<file path="src/rtl/piso_share_ctrl.sv">
// piso_share_ctrl: round-robin sharing of one PISO shift register between two requesters
module piso_share_ctrl #(
    parameter int N       = 4,
    parameter int BIT_DIV = 4
) (
    input  logic         clk,
    input  logic         n_reset,
    input  logic [1:0]   req,
    input  logic [N-1:0] data0,
    input  logic [N-1:0] data1,
    output logic [1:0]   ack,
    output logic [N-1:0] piso_data,
    output logic         piso_en,
    output logic         piso_shift,
    output logic         frame,
    output logic         src,
    output logic         busy
);
    localparam int DW = BIT_DIV > 1 ? $clog2(BIT_DIV) : 1;
    localparam int BW = $clog2(N);
    localparam logic [DW-1:0] DIV_LAST = DW'(BIT_DIV - 1);
    localparam logic [BW-1:0] BIT_LAST = BW'(N - 1);
    typedef enum logic [1:0] {IDLE, LOAD, SHIFT} state_t;
    state_t state, state_nxt;
    logic [DW-1:0] div_cnt;
    logic [BW-1:0] bit_cnt;
    logic div_last, bit_last, winner;
    assign div_last = div_cnt == DIV_LAST;
    assign bit_last = bit_cnt == BIT_LAST;
    // src doubles as the registered grant; on a tie the other requester wins
    assign winner = &req ? ~src : req[1];
    always_ff @(posedge clk or negedge n_reset)
        if (!n_reset) begin
            state   <= IDLE;
            src     <= 1'b1;
            div_cnt <= '0;
            bit_cnt <= '0;
        end else begin
            state <= state_nxt;
            if (state == IDLE && |req)
                src <= winner;
            if (state != SHIFT || (div_last && bit_last)) begin
                div_cnt <= '0;
                bit_cnt <= '0;
            end else if (div_last) begin
                div_cnt <= '0;
                bit_cnt <= bit_cnt + 1'b1;
            end else
                div_cnt <= div_cnt + 1'b1;
        end
    always_comb begin
        state_nxt  = state;
        state_nxt  = state == IDLE ? (|req ? LOAD : IDLE) :
                     state == LOAD ? SHIFT :
                     (div_last && bit_last) ? IDLE : SHIFT;
        piso_shift = state == SHIFT && div_last && !bit_last;
        piso_en    = state == LOAD || piso_shift;
        ack        = state == LOAD ? (src ? 2'b10 : 2'b01) : 2'b00;
        frame      = state == SHIFT;
        busy       = state != IDLE;
        piso_data  = busy ? (src ? data1 : data0) : '0;
    end
endmodule

</file>
<file path="config.mk">
export PLATFORM = sky130hd
export DESIGN_NAME = piso_share_ctrl
export DESIGN_NICKNAME = d
export VERILOG_FILES = /design/src/rtl/piso_share_ctrl.sv
export SDC_FILE = /design/constraint.sdc
export NUM_CORES = 1
export LEC_CHECK = 0
export ABC_AREA = 1
export CORE_AREA = 2 2 39 41
export CTS_BUF_LIST = sky130_fd_sc_hd__clkbuf_16
export CTS_CLUSTER_SIZE = 14
export DETAILED_ROUTE_END_ITERATION = 8
export DIE_AREA = 0 0 41 43
export PLACE_DENSITY = 0.66
export SLEW_MARGIN = 20
export SYNTH_ARGS = -nofsm -noshare
export SYNTH_HDL_FRONTEND = slang
export SYNTH_SLANG_ARGS = --single-unit
</file>
<file path="constraint.sdc">
create_clock -name clk -period 1 [get_ports clk]
set_input_delay 0.2 -clock clk [delete_from_list [all_inputs] [get_ports clk]]
set_output_delay 0.2 -clock clk [all_outputs]
set_load 0.01 [all_outputs]
</file>
==> impl_metrics.ini <==
[sta]
max_slew_margin_pct = 79.70
fmax_mhz = 684.0
min_period_ns = 1.462
rsz0062_at_grt = yes
hold-worst-slack_ns = 0.2245
fin_worst_skew_ns = 0.003474
timing.final.ws_setup_ns = -0.4621
fin_crit_sh_pct = 146.2
hold_viol_final = 0
setup_viol_count_final = 16
fin_setup_tns_ns = -4.228
maxSlewViolCount = 0
worstMarginPinSlew_ns = 0.3035

[worst_setup_path]
required_ns = 0.80
crit_type = flop to output pin
arrival_ns = 1.26
cp-end-kind = output pin
worstSetupStartpointType = flop
cp_max_fo = 5

[pwr]
leakage_nw = 0.5425
ir_drop_v = 0.002294
power.density_nw_per_um2 = 3522

[logic_synthesis]
synthesis.area_sq_um = 395.4
synth_area_leaders = dfrtp_1 (38%), nand2_1 (18%), dfstp_2 (6.6%)
syn_inst = 54
ys_ff_latch = 7
synth_common_cells = nand2_1 (19), dfrtp_1 (6), nor2_1 (6), inv_1 (5), nand3_1 (5)
synth.largest_area_cell = dfrtp_1
synth_top_area_share_pct = 37.97
synth_ff_type = dfrtp_1
synthArstFlopShare_pct = 100.0
ys.warnings.count = 0
synthDistinctLibCells = 13
ys_seq_area_share_pct = 44.62
synth_edf_count = 0
synth_most_common_cell = nand2_1
syn-num-nets = 68
post_synth.cell_area_avg_sq_um = 7.322

[finish]
antennaDiodeCount = 0
design_area_sq_um = 1107
nets = 120
synthToLayoutAreaGrowth_pct = 180.1
fillerInstances = 83
drive_gt1_share_pct = 70.48
final_core_util_pct = 80.02

[cts]
clock_tree.buffer_depth = 2
clkTransAtPathRegs_ns = 0.04
cts.sinks = 7
cts_tree = yes
cts_max_level = 1
cts_inserted_buffers = 3
clkLatencyLatePin_ns = 0.23
clock-root-buffer = clkbuf_16

[status]
violations = setup timing
status = complete, but fails checks

[detailed_routing]
routed_wl_mm = 1.592
vias = 553
drt-initial-drc-count = 2
via_per_inst = 4.570
drt.antenna.violating_nets = 0
drc_errors = 0
first_pass_iters = 2
wire_per_inst_um = 13.16

[place]
dpl.hpwl_um = 869.1
io_buffers = 22
placedInstanceArea_sq_um = 750.7
place_ws_ns = -0.5941
gp_congestion = 0.6436

[global_routing]
overflow = 0
grt_pass1_vias = 553
grt_first_pass_wirelength_mm = 2.208
grt_max_degree = 8
antenna_found_initial = 0
grt_usage_pct = 20.06

[floorplan]
dieArea_sq_um = 1763
die_y_um = 43
start_util_pct = 28.57
io_pins = 23
fp-row-count = 14
die_x_um = 41
core_sq_um = 1384

[flow_run]
drv_cap = 0

[worst_hold_path]
hp-class = input pin to asynchronous set/reset pin
[per-layer routing]
metal | global-route usage (%) | part of all wire [%] | up-vias
met2 | 39.38 | 59 | 20
met5 | 0 | 0 | -
met1 | 14.24 | 32 | 256
li1 | - | - | 273
met4 | 14.00 | 2.6 | 0
met3 | 4.188 | 6.9 | 4
[repair_timing]
action	CTS	global route
endpoints found under the hold margin	0	0
setup buffers	15	6
gates cloned	0	0
hold buffers	0	0
endpoints found under the setup margin	16	18
pin swaps	14	14
resized for setup	78	24
[critical path, cell delays in order (launching register included)]
cell and delay, ns:
dfrtp_1 0.39, buf_6 0.13, nor2_4 0.10, buf_6 0.14, buf_6 0.11, a21oi_2 0.03
buf_2 0.13
[area by class of cell]
type                    instances  area, sq um  share of cell area (%)
inverters                       7        43.79                   3.955
repair buffers                 47        454.2                   41.02
flip-flops and latches          7        177.7                   16.05
multi-input cells              40        332.8                   30.06
clock buffers                   3        75.07                   6.780
clock inverters                 1        3.754                  0.3390
well taps                      16        20.02                   1.808
[cells by family after synthesis]
logic type / Yosys count / share of synthesized area, %
buffers and inverters: 7 / 6.647
AO/OA/AOI/OAI: 5 / 6.647
AND/OR/NAND/NOR: 33 / 35.76
adder cells (fa/ha/maj): 2 / 6.328
flip-flops: 7 / 44.62
[layout by cell type, fill, tap and decap left out]
master / count
dfstp_2: 1
nor2_2: 2
nor2_4: 4
inv_8: 1
nand3_2: 5
ha_4: 2
buf_6: 23
a21oi_2: 4
buf_2: 5
inv_6: 1
inv_2: 1
inv_4: 2
nand2_2: 6
dfrtp_1: 5
nor3_2: 1
a31oi_1: 1
clkbuf_16: 3
nand2_4: 4
nor2_1: 2
dfrtp_2: 1
clkdlybuf4s50_1: 11
inv_1: 3
buf_4: 8
nand2_1: 9
[final timing paths]
| check | from | to | slack [ns] | cells past startpoint |
|---|---|---|---|---|
| max | state[1] | piso_data[2] | -0.46 | 6 |
| min | n_reset | state[1] | 0.22 | 1 |
| max reg2reg | state[1] | src | -0.07 | 7 |
| min reg2reg | bit_cnt[1] | bit_cnt[1] | 0.56 | 2 |
| max in group asynchronous | n_reset | src | 0.49 | 1 |
| min in group clk | req[1] | src | 0.54 | 3 |
[power by group]
part | switching (mW) | internal, mW | total, mW
sequential | 0.139 | 0.434 | 0.573
combinational | 1.15 | 1.51 | 2.66
clock | 0.148 | 0.520 | 0.668
total | 1.44 | 2.46 | 3.90
[state kept, by name (all words and copies together) (netlist names)]
register	count
state	2
bit_cnt	2
src	1
div_cnt	2
[per-stage QoR]
step | instances | power (mW)
finish | 121 | 3.899
global route | 121 | 4.150
CTS | 119 | 3.487
detailed placement | 103 | 2.169
global placement | 103 | 2.126
floorplan | 54 | 1.290
Power figures use the tool's default switching activity.
